**src/rtl/mc_controller_if.sv**
```systemverilog
// Instruction, flag, memory-handshake and control-strobe bundle for mc_controller.
interface mc_controller_if #(
  parameter int ALUCTL_W = 2
);
  logic [3:0]          Cond;
  logic [1:0]          Op;
  logic [5:0]          Funct;
  logic [3:0]          Rd;
  logic [3:0]          ALUFlags;
  logic                mem_ready;

  logic                PCWrite;
  logic                AdrSrc;
  logic                MemW;
  logic                IRWrite;
  logic                RegW;
  logic                ALUSrcA;
  logic [1:0]          ResultSrc;
  logic [1:0]          ALUSrcB;
  logic [1:0]          ImmSrc;
  logic [1:0]          RegSrc;
  logic [ALUCTL_W-1:0] ALUControl;
  logic [3:0]          state_o;
  logic                illegal;

  modport master (
    output Cond, Op, Funct, Rd, ALUFlags, mem_ready,
    input  PCWrite, AdrSrc, MemW, IRWrite, RegW, ALUSrcA, ResultSrc, ALUSrcB,
           ImmSrc, RegSrc, ALUControl, state_o, illegal
  );

  modport slave (
    input  Cond, Op, Funct, Rd, ALUFlags, mem_ready,
    output PCWrite, AdrSrc, MemW, IRWrite, RegW, ALUSrcA, ResultSrc, ALUSrcB,
           ImmSrc, RegSrc, ALUControl, state_o, illegal
  );
endinterface

```
**src/rtl/mc_controller.sv**
```systemverilog
// Multicycle ARM-subset Moore controller with condition flags register.
// Define MC_CMP_EN to decode Funct[4:1]=1010 with S=1 as a flag-only compare.
module mc_controller #(
  parameter int ALUCTL_W = 2
) (
  input  logic            clk,
  input  logic            reset,
  mc_controller_if.slave  bus
);

  typedef enum logic [3:0] {
    FETCH    = 4'd0,
    DECODE   = 4'd1,
    MEMADR   = 4'd2,
    MEMREAD  = 4'd3,
    MEMWB    = 4'd4,
    MEMWRITE = 4'd5,
    EXECUTER = 4'd6,
    EXECUTEI = 4'd7,
    ALUWB    = 4'd8,
    BRANCH   = 4'd9
  } state_t;

  state_t     state, next;
  logic [3:0] flags;
  logic       condex;
  logic [3:0] cmd;
  logic       sbit;
  logic       is_cmp;
  logic       arith;
  logic [2:0] alu_op;
  logic [2:0] aluc;

  assign cmd  = bus.Funct[4:1];
  assign sbit = bus.Funct[0];

`ifdef MC_CMP_EN
  assign is_cmp = (cmd == 4'b1010) && sbit;
`else
  assign is_cmp = 1'b0;
`endif

  // Carry/overflow are only meaningful after an adder operation.
  assign arith = (cmd == 4'b0100) || (cmd == 4'b0010) || is_cmp;

  always_comb begin
    alu_op = 3'd0;
    case (cmd)
      4'b0100: alu_op = 3'd0;
      4'b0010: alu_op = 3'd1;
      4'b0000: alu_op = 3'd2;
      4'b1100: alu_op = 3'd3;
      4'b0001: alu_op = (ALUCTL_W == 3) ? 3'd4 : 3'd0;
      4'b1101: alu_op = (ALUCTL_W == 3) ? 3'd5 : 3'd0;
      default: alu_op = 3'd0;
    endcase
    if (is_cmp) alu_op = 3'd1;
  end

  always_comb begin
    logic n, z, c, v;
    {n, z, c, v} = flags;
    condex = 1'b0;
    case (bus.Cond)
      4'b0000: condex = z;
      4'b0001: condex = ~z;
      4'b0010: condex = c;
      4'b0011: condex = ~c;
      4'b0100: condex = n;
      4'b0101: condex = ~n;
      4'b0110: condex = v;
      4'b0111: condex = ~v;
      4'b1000: condex = c & ~z;
      4'b1001: condex = ~c | z;
      4'b1010: condex = (n == v);
      4'b1011: condex = (n != v);
      4'b1100: condex = ~z & (n == v);
      4'b1101: condex = z | (n != v);
      4'b1110: condex = 1'b1;
      default: condex = 1'b0;
    endcase
  end

  always_ff @(posedge clk or posedge reset) begin
    if (reset) state <= FETCH;
    else       state <= next;
  end

  always_ff @(posedge clk or posedge reset) begin
    if (reset) begin
      flags <= '0;
    end else if (state == ALUWB && sbit) begin
      flags[3:2] <= bus.ALUFlags[3:2];
      if (arith) flags[1:0] <= bus.ALUFlags[1:0];
    end
  end

  always_comb begin
    next          = FETCH;
    aluc          = 3'd0;
    bus.PCWrite   = 1'b0;
    bus.AdrSrc    = 1'b0;
    bus.MemW      = 1'b0;
    bus.IRWrite   = 1'b0;
    bus.RegW      = 1'b0;
    bus.ALUSrcA   = 1'b0;
    bus.ResultSrc = 2'b00;
    bus.ALUSrcB   = 2'b00;
    bus.ImmSrc    = 2'b00;
    bus.RegSrc    = 2'b00;
    bus.illegal   = 1'b0;
    case (state)
      FETCH: begin
        bus.ALUSrcA   = 1'b1;
        bus.ALUSrcB   = 2'b10;
        bus.ResultSrc = 2'b10;
        if (bus.mem_ready) begin
          bus.IRWrite = 1'b1;
          bus.PCWrite = 1'b1;
          next        = DECODE;
        end else begin
          next = FETCH;
        end
      end
      DECODE: begin
        bus.ALUSrcA   = 1'b1;
        bus.ALUSrcB   = 2'b10;
        bus.ResultSrc = 2'b10;
        case (bus.Op)
          2'b01: begin bus.RegSrc = 2'b10; bus.ImmSrc = 2'b01; end
          2'b10: begin bus.RegSrc = 2'b01; bus.ImmSrc = 2'b10; end
          default: ;
        endcase
        if (condex) begin
          case (bus.Op)
            2'b00:   next = bus.Funct[5] ? EXECUTEI : EXECUTER;
            2'b01:   next = MEMADR;
            2'b10:   next = BRANCH;
            default: bus.illegal = 1'b1;
          endcase
        end
      end
      MEMADR: begin
        bus.ALUSrcB = 2'b01;
        next        = bus.Funct[0] ? MEMREAD : MEMWRITE;
      end
      MEMREAD: begin
        bus.AdrSrc = 1'b1;
        next       = bus.mem_ready ? MEMWB : MEMREAD;
      end
      MEMWB: begin
        bus.ResultSrc = 2'b01;
        bus.RegW      = 1'b1;
        bus.PCWrite   = (bus.Rd == 4'hF);
      end
      MEMWRITE: begin
        bus.AdrSrc = 1'b1;
        bus.MemW   = 1'b1;
        next       = bus.mem_ready ? FETCH : MEMWRITE;
      end
      EXECUTER: begin
        aluc = alu_op;
        next = ALUWB;
      end
      EXECUTEI: begin
        bus.ALUSrcB = 2'b01;
        aluc        = alu_op;
        next        = ALUWB;
      end
      ALUWB: begin
        bus.RegW    = ~is_cmp;
        bus.PCWrite = (bus.Rd == 4'hF) && !is_cmp;
      end
      BRANCH: begin
        bus.ALUSrcB   = 2'b01;
        bus.ResultSrc = 2'b10;
        bus.PCWrite   = 1'b1;
      end
      default: next = FETCH;
    endcase
  end

  assign bus.ALUControl = ALUCTL_W'(aluc);
  assign bus.state_o    = state;

endmodule

```
**src/flat_wrapper.sv**
```systemverilog
// flat-port wrapper written by rule: the top's interface ports become plain ports
module mc_controller_flat 
#(
  parameter int ALUCTL_W = 2
)
  (clk, reset, bus_Cond, bus_Op, bus_Funct, bus_Rd, bus_ALUFlags, bus_mem_ready, bus_PCWrite, bus_AdrSrc, bus_MemW, bus_IRWrite, bus_RegW, bus_ALUSrcA, bus_ResultSrc, bus_ALUSrcB, bus_ImmSrc, bus_RegSrc, bus_ALUControl, bus_state_o, bus_illegal);
  mc_controller_if #(.ALUCTL_W(ALUCTL_W)) bus_i ();
  input  logic clk;
  input  logic reset;
  input wire logic [$bits(bus_i.Cond)-1:0] bus_Cond;
  input wire logic [$bits(bus_i.Op)-1:0] bus_Op;
  input wire logic [$bits(bus_i.Funct)-1:0] bus_Funct;
  input wire logic [$bits(bus_i.Rd)-1:0] bus_Rd;
  input wire logic [$bits(bus_i.ALUFlags)-1:0] bus_ALUFlags;
  input wire logic [$bits(bus_i.mem_ready)-1:0] bus_mem_ready;
  output wire logic [$bits(bus_i.PCWrite)-1:0] bus_PCWrite;
  output wire logic [$bits(bus_i.AdrSrc)-1:0] bus_AdrSrc;
  output wire logic [$bits(bus_i.MemW)-1:0] bus_MemW;
  output wire logic [$bits(bus_i.IRWrite)-1:0] bus_IRWrite;
  output wire logic [$bits(bus_i.RegW)-1:0] bus_RegW;
  output wire logic [$bits(bus_i.ALUSrcA)-1:0] bus_ALUSrcA;
  output wire logic [$bits(bus_i.ResultSrc)-1:0] bus_ResultSrc;
  output wire logic [$bits(bus_i.ALUSrcB)-1:0] bus_ALUSrcB;
  output wire logic [$bits(bus_i.ImmSrc)-1:0] bus_ImmSrc;
  output wire logic [$bits(bus_i.RegSrc)-1:0] bus_RegSrc;
  output wire logic [$bits(bus_i.ALUControl)-1:0] bus_ALUControl;
  output wire logic [$bits(bus_i.state_o)-1:0] bus_state_o;
  output wire logic [$bits(bus_i.illegal)-1:0] bus_illegal;
  assign bus_i.Cond = bus_Cond;
  assign bus_i.Op = bus_Op;
  assign bus_i.Funct = bus_Funct;
  assign bus_i.Rd = bus_Rd;
  assign bus_i.ALUFlags = bus_ALUFlags;
  assign bus_i.mem_ready = bus_mem_ready;
  assign bus_PCWrite = bus_i.PCWrite;
  assign bus_AdrSrc = bus_i.AdrSrc;
  assign bus_MemW = bus_i.MemW;
  assign bus_IRWrite = bus_i.IRWrite;
  assign bus_RegW = bus_i.RegW;
  assign bus_ALUSrcA = bus_i.ALUSrcA;
  assign bus_ResultSrc = bus_i.ResultSrc;
  assign bus_ALUSrcB = bus_i.ALUSrcB;
  assign bus_ImmSrc = bus_i.ImmSrc;
  assign bus_RegSrc = bus_i.RegSrc;
  assign bus_ALUControl = bus_i.ALUControl;
  assign bus_state_o = bus_i.state_o;
  assign bus_illegal = bus_i.illegal;
  mc_controller #(.ALUCTL_W(ALUCTL_W)) u_core (.clk(clk), .reset(reset), .bus(bus_i));
endmodule
```
**config.mk**
```make
export PLATFORM = sky130hd
export DESIGN_NAME = mc_controller_flat
export DESIGN_NICKNAME = d
export VERILOG_FILES = /design/src/rtl/mc_controller_if.sv /design/src/rtl/mc_controller.sv /design/src/flat_wrapper.sv
export SDC_FILE = /design/constraint.sdc
export NUM_CORES = 1
export LEC_CHECK = 0
export ABC_AREA = 1
export BUFFER_PORTS_ARGS = -buffer_cell sky130_fd_sc_hd__buf_2
export CAP_MARGIN = 10
export CORE_MARGIN = 5
export CORE_UTILIZATION = 47
export CTS_CLUSTER_DIAMETER = 80
export DETAILED_ROUTE_END_ITERATION = 10
export GPL_TIMING_DRIVEN = 0
export PLACE_DENSITY_LB_ADDON = 0.1
export SYNTH_ARGS = -nofsm -noshare
export SYNTH_HDL_FRONTEND = slang
export SYNTH_SLANG_ARGS = --single-unit
```
**constraint.sdc**
```tcl
create_clock -name clk -period 2.7 [get_ports clk]
set_input_delay 0.27 -clock clk [delete_from_list [all_inputs] [get_ports clk]]
set_output_delay 0.27 -clock clk [all_outputs]
set_load 0.005 [all_outputs]
```
==> results of run 1 <==
cells by family (layout without fill, tap and decap cells):
logic type,after synthesis,count (layout),synth area share [%]
buffers and inverters,29,76,14.9
DFF,8,8,24.1
AOI/OAI and AO/OA,13,13,8.57
and+or+nand+nor,93,93,52.5
cells in the mapped netlist:
library cell,count
buf_4,2
and3_1,1
o22ai_1,2
a21oi_1,7
nand3_2,1
a21oi_2,1
dfrtp_1,8
nand2_2,2
nor2_1,17
o21ai_0,3
nand3_1,20
nand4_1,1
inv_1,18
nor3_1,4
nor2_2,7
inv_2,8
buf_6,1
nand2_1,37
nor3_4,1
nor2_4,1
nand3b_1,1
power breakdown:
part	internal (W)	leakage, nW	switching, W
registers	0.000161	0.0943	0.0000407
clock network	0.0000506	0.0138	0.0000361
logic	0.000200	0.575	0.000295
per-stage QoR:
stage	setup slack (ns)	hold WS, ns
floorplan	1.18	0.0857
global placement	1.10	0.220
detailed placement	1.07	0.236
CTS	0.792	0.229
global route	0.652	0.255
finish	0.787	0.240
worst reg2reg max path, cell delays in order, from the launching register on:
cell and delay (ns):
dfrtp_1 0.40, inv_2 0.08, nand2_1 0.07, nand2_1 0.09, nand2_1 0.07, nand3_1 0.07
nand2_1 0.06, nor2_2 0.12, nand2_2 0.10, nand2_1 0.07, nand2_1 0.05
layer usage:
layer / part of all wire [%] / vias up / track usage, %
li1: - / 545 / -
met1: 45 / 439 / 23.1
met2: 44 / 47 / 26.6
met3: 10 / 4 / 3.44
met4: 1.3 / 0 / 7.86
met5: 0 / - / 0
final timing paths:
path / from / cells past startpoint / to / slack (ns)
min in group asynchronous: reset / 3 / u_core.flags[2] / 0.53
worst min-delay path: bus_ALUFlags[3] / 3 / u_core.flags[3] / 0.24
max in group asynchronous: reset / 3 / u_core.bus.state_o[0] / 1.93
worst max register to register: u_core.flags[0] / 10 / u_core.bus.state_o[0] / 1.40
worst max-delay path: u_core.bus.state_o[3] / 7 / bus_RegSrc[1] / 0.79
worst min register to register: u_core.flags[0] / 2 / u_core.flags[0] / 0.58
flip-flops by register name, summed over array words and instances (netlist names):
| signal | count |
|---|---|
| u_core.flags | 4 |
| u_core.bus.state_o | 4 |
final cells by class:
class | count | area, sq um | area share, %
Timing Repair Buffer | 44 | 225 | 20.3
Clock buffer | 3 | 22.5 | 2.03
Multi-Input combinational cell | 106 | 508 | 45.7
Buffer | 3 | 26.3 | 2.36
Sequential cell | 8 | 200 | 18.0
Tap cell | 25 | 31.3 | 2.82
Inverter | 26 | 97.6 | 8.78
cell usage in the layout, fill, tap and decap left out, drive strengths merged:
cell type    Yosys  final
a21oi            8      8
and3             1      1
buf              3     46
clkbuf           0      3
dfrtp            8      8
dlygate4sd3      0      1
inv             26     26
nand2           39     39
nand3           21     21
nand3b           1      1
nand4            1      1
nor2            25     25
nor3             5      5
o21ai            3      3
o22ai            2      2
==> flow_metrics.env, run 1 <==
export IMPL_status="finished clean"
export IMPL_clk_pin_slew_ns=0.05
export IMPL_cts_resized=0
export IMPL_nets=215
export IMPL_die_area_sq_mm=0.00271
export IMPL_gp_congestion=0.876
export IMPL_syn2layout_area_growth_pct=33.5
export IMPL_drc=0
export IMPL_ys_seq_area_share_pct=24.1
export IMPL_yosysWarnings=0
export IMPL_antenna_left=0
export IMPL_grt_setup_unrepaired="false"
export IMPL_cts_sinks=8
export IMPL_end_kind="primary output"
export IMPL_slew_headroom_pct=78.8
export IMPL_finalCritPeriodShare_pct=70.9
export IMPL_min_period_ns=1.91
export IMPL_synth_top_cell_by_area="dfrtp_1"
export IMPL_die_width_microns=52.1
export IMPL_p_per_area_mw_per_mm2=706
export IMPL_path_delay_family="simple AND/OR/NAND/NOR gates"
export IMPL_place_area_sq_mm=0.00108
export IMPL_fp_coreArea_sq_mm=0.00171
export IMPL_wl_per_cell_microns=10.1
export IMPL_crit_required_ns=2.43
export IMPL_post_cts_setup_buffers=0
export IMPL_cp_buffers_inverters=4
export IMPL_slew_viol_final=0
export IMPL_cts_root_buf="clkbuf_4"
export IMPL_yosysUniqueCellTypes=21
export IMPL_antenna_cells=0
export IMPL_worst_slew_pin_slew_ns=0.318
export IMPL_drtIter0Drc=13
export IMPL_wirelength_microns=2180
export IMPL_synthTopCellsByArea="dfrtp_1 (24%), nand2_1 (17%), nand3_1 (12%), inv_1 (8.1%), nor2_1 (7.7%)"
export IMPL_skew_ns=0.00468
export IMPL_avgSynthCellArea_sq_um=5.82
export IMPL_h_tree_depth=1
export IMPL_grt_pass1_wl_microns=3550
export IMPL_first_pass_iters=4
export IMPL_overflow=0
export IMPL_fp_dieH_microns=52.1
export IMPL_netlist_area_sq_um=832
export IMPL_hold_class="in2reg"
export IMPL_cts_buffers_inserted=3
export IMPL_num_io_pins=44
export IMPL_syn_nets=166
export IMPL_cts_tree="done"
export IMPL_cp_slowest_stage_delay_ns=0.44
export IMPL_finalHoldViolations=0
export IMPL_portBuffers=43
export IMPL_synth_top_area_share_pct=24.1
export IMPL_crit_path_top_delay_cell="dfrtp_1"
export IMPL_grt_pass1_vias=895
export IMPL_crit_chain="nor2_2, inv_2, nor2_2, inv_2, nor3_1, buf_4, buf_2"
export IMPL_finalSetupViolCount=0
export IMPL_power_w=0.000784
export IMPL_dp_hpwl_microns=1890
export IMPL_yosys_register_bits=8
export IMPL_clk_latency_ns=0.24
export IMPL_routed_via_count=1035
export IMPL_placedCellCount=211
export IMPL_cts_buffer_depth=2
export IMPL_p_leak_nw=0.683
export IMPL_fill_cells=167
export IMPL_crit_type="reg2out"
export IMPL_start_util_pct=48.7
export IMPL_fp_row_count=15
export IMPL_setup_tns_ns=0
export IMPL_start_kind="register"
export IMPL_drive_gt1_share_pct=36.8
export IMPL_grt_antenna_before_repair=0
export IMPL_worstPathArrival_ns=1.64
export IMPL_hold_buffers=1
export IMPL_grt_max_degree=10
export IMPL_fin_cells=215
export IMPL_postSynthCellCount=143
export IMPL_utilization_pct=65.1
export IMPL_vias_per_cell=4.81
export IMPL_vdd_drop_max_v=0.000371
export IMPL_final_area_sq_mm=0.00111
export IMPL_cap_violations=0
export IMPL_fmax_mhz=523
export IMPL_grt_use_total_pct=17.3
export IMPL_path_max_fanout=5
Note: power is estimated with default switching activity, not from simulation.
==> inputs of run 2 (changes only) <==
--- a/config.mk
+++ b/config.mk
@@ -9,7 +9,7 @@
 export BUFFER_PORTS_ARGS = -buffer_cell sky130_fd_sc_hd__buf_2
 export CAP_MARGIN = 10
 export CORE_MARGIN = 5
-export CORE_UTILIZATION = 47
+export CORE_UTILIZATION = 44
 export CTS_CLUSTER_DIAMETER = 80
 export DETAILED_ROUTE_END_ITERATION = 10
 export GPL_TIMING_DRIVEN = 0
==> constraint.sdc (replaced) <==
create_clock -name clk -period 1.9 [get_ports clk]
set_input_delay 0.19 -clock clk [delete_from_list [all_inputs] [get_ports clk]]
set_output_delay 0.19 -clock clk [all_outputs]
set_load 0.005 [all_outputs]
==> run 2 against run 1 <==
Effect of this change: worst hold slack lost 0.083 ns; via count shrank 1.3%; sequential cell count stayed put; sequential share of layout area is 0.16 points lower; die area increased by 5.5%; non-clock buffer count stayed put; critical path depth up 1; power grew 43%; first-iteration DRC count up 31%; final cell count stayed put; sequential power up 43%; critical endpoint unchanged; highest routed layer unchanged.
==> flow_metrics.env, run 2 (same netlist as run 1, synthesis figures left out) <==
export IMPL_status="finished clean"
export IMPL_skew_ns=0.00837
export IMPL_grt_use_total_pct=15.7
export IMPL_pre_cts_ws_ns=0.369
export IMPL_crit_required_ns=1.71
export IMPL_slew_headroom_pct=80.4
export IMPL_wirelength_microns=2110
export IMPL_antenna_cells=0
export IMPL_fill_cells=188
export IMPL_p_leak_nw=0.686
export IMPL_start_util_pct=47.2
export IMPL_fp_dieH_microns=53.5
export IMPL_grt_pass1_vias=832
export IMPL_power_w=0.00112
export IMPL_cts_tree="done"
export IMPL_setup_tns_ns=0
export IMPL_post_cts_setup_buffers=0
export IMPL_cts_root_buf="clkbuf_4"
export IMPL_grt_setup_unrepaired="false"
export IMPL_nets=215
export IMPL_num_io_pins=44
export IMPL_gp_congestion=0.867
export IMPL_cap_violations=0
export IMPL_placedCellCount=211
export IMPL_seqCellArea_sq_um=200
export IMPL_p_comb_share_pct=63.6
export IMPL_fmax_mhz=574
export IMPL_end_kind="primary output"
export IMPL_clk_latency_ns=0.25
export IMPL_pwr_share_clk_pct=10.7
export IMPL_layout_commonest_cell="buf_2"
export IMPL_clk_pin_slew_ns=0.05
export IMPL_drtIter0Drc=17
export IMPL_cts_buffer_depth=2
export IMPL_p_int_w=0.000589
export IMPL_portBuffers=43
export IMPL_overflow=0
export IMPL_p_sw_w=0.000535
export IMPL_min_period_ns=1.74
export IMPL_routed_via_count=1022
export IMPL_start_kind="register"
export IMPL_slew_viol_final=0
export IMPL_finalCritPeriodShare_pct=91.6
export IMPL_die_width_microns=53.5
export IMPL_grt_pass1_wl_microns=3320
export IMPL_drc=0
export IMPL_vdd_drop_max_v=0.000493
export IMPL_die_area_sq_mm=0.00286
export IMPL_fin_cells=215
export IMPL_grt_max_degree=10
export IMPL_finalSetupViolCount=0
export IMPL_fp_row_count=15
export IMPL_crit_type="reg2out"
export IMPL_layout_common_cells="buf_2 (43), nand2_1 (37), nand3_1 (20)"
export IMPL_h_tree_depth=1
export IMPL_multi_input_area_sq_um=518
export IMPL_antenna_left=0
export IMPL_hold_class="in2reg"
export IMPL_first_pass_iters=4
export IMPL_vias_per_cell=4.75
export IMPL_wl_per_cell_microns=9.83
export IMPL_fp_coreArea_sq_mm=0.00176
export IMPL_cts_sinks=8
export IMPL_finalHoldViolations=0
export IMPL_worst_slew_pin_slew_ns=0.294
export IMPL_setup_slack_ns=0.159
export IMPL_p_per_area_mw_per_mm2=1000
export IMPL_path_max_fanout=9
export IMPL_syn2layout_area_growth_pct=34.7
export IMPL_p_seq_share_pct=25.7
export IMPL_dp_hpwl_microns=1870
export IMPL_grt_antenna_before_repair=0
export IMPL_p_sw_share_pct=47.6
export IMPL_cts_buffers_inserted=3
export IMPL_drive_gt1_share_pct=37.4
export IMPL_worstPathArrival_ns=1.55
==> run 2: cell types whose count changed in the layout (fill, tap and decap cells not counted) <==
cell,before,now
nor3_2,0,1
nor3_1,4,3
nor2_4,1,2
nor2_2,7,6
==> run 2: routing by layer <==
metal	global-route usage, %	vias up	wire length, microns
met4	5.11	0	6
li1	-	548	-
met3	3.38	2	206
met1	22.3	426	1010
met5	0	-	0
met2	23.3	46	887
==> run 2: critical path, stage by stage, from the launching register on <==
cell and delay (ns):
dfrtp_1 0.38, buf_6 0.14, nor2_2 0.15, inv_2 0.05, nor2_2 0.13, inv_2 0.09, nor3_2 0.14, buf_4 0.13
buf_2 0.10
==> run 2: timing repair <==
action                                 CTS  global route
endpoints found under the hold margin    8             0
setup endpoints to repair                0             1
gates resized for setup                  0             2
hold buffers                             1             0
==> run 2: power groups by stage <==
stage / registers [W] / logic [W] / clock network (W)
floorplan: 0.000282 / 0.000461 / 0
finish: 0.000288 / 0.000715 / 0.000121
global route: 0.000295 / 0.000815 / 0.000143
global placement: 0.000286 / 0.000693 / 0
detailed placement: 0.000286 / 0.000710 / 0
CTS: 0.000284 / 0.000714 / 0.000127
==> run 2: stage by stage <==
| step | hold WS, ns | instance area, sq um | utilization (%) |
|---|---|---|---|
| floorplan | 0.00566 | 832 | - |
| global placement | 0.142 | 1080 | 61.1 |
| detailed placement | 0.149 | 1080 | 61.1 |
| CTS | 0.148 | 1110 | 63.0 |
| global route | 0.147 | 1120 | 63.5 |
| finish | 0.157 | 1120 | 63.5 |
==> run 2: final cells by class <==
| class | instances | area share [%] |
|---|---|---|
| multi-input combinational | 106 | 46.2 |
| timing repair buffer | 44 | 20.1 |
| sequential | 8 | 17.9 |
| inverter | 26 | 8.71 |
| tap | 25 | 2.79 |
| buffer | 3 | 2.34 |
| clock buffer | 3 | 2.01 |
==> run 2: path summary, 6_finish.rpt <==
check / from / cells after the start / slack (ns) / endpoint
max in group asynchronous: reset / 3 / 1.24 / u_core.bus.state_o[2]
min: bus_ALUFlags[2] / 3 / 0.16 / u_core.flags[2]
max reg2reg: u_core.flags[0] / 10 / 0.56 / u_core.bus.state_o[0]
min reg2reg: u_core.flags[0] / 2 / 0.59 / u_core.flags[0]
max: u_core.bus.state_o[1] / 8 / 0.16 / bus_RegSrc[1]
min in group asynchronous: reset / 3 / 0.42 / u_core.flags[2]
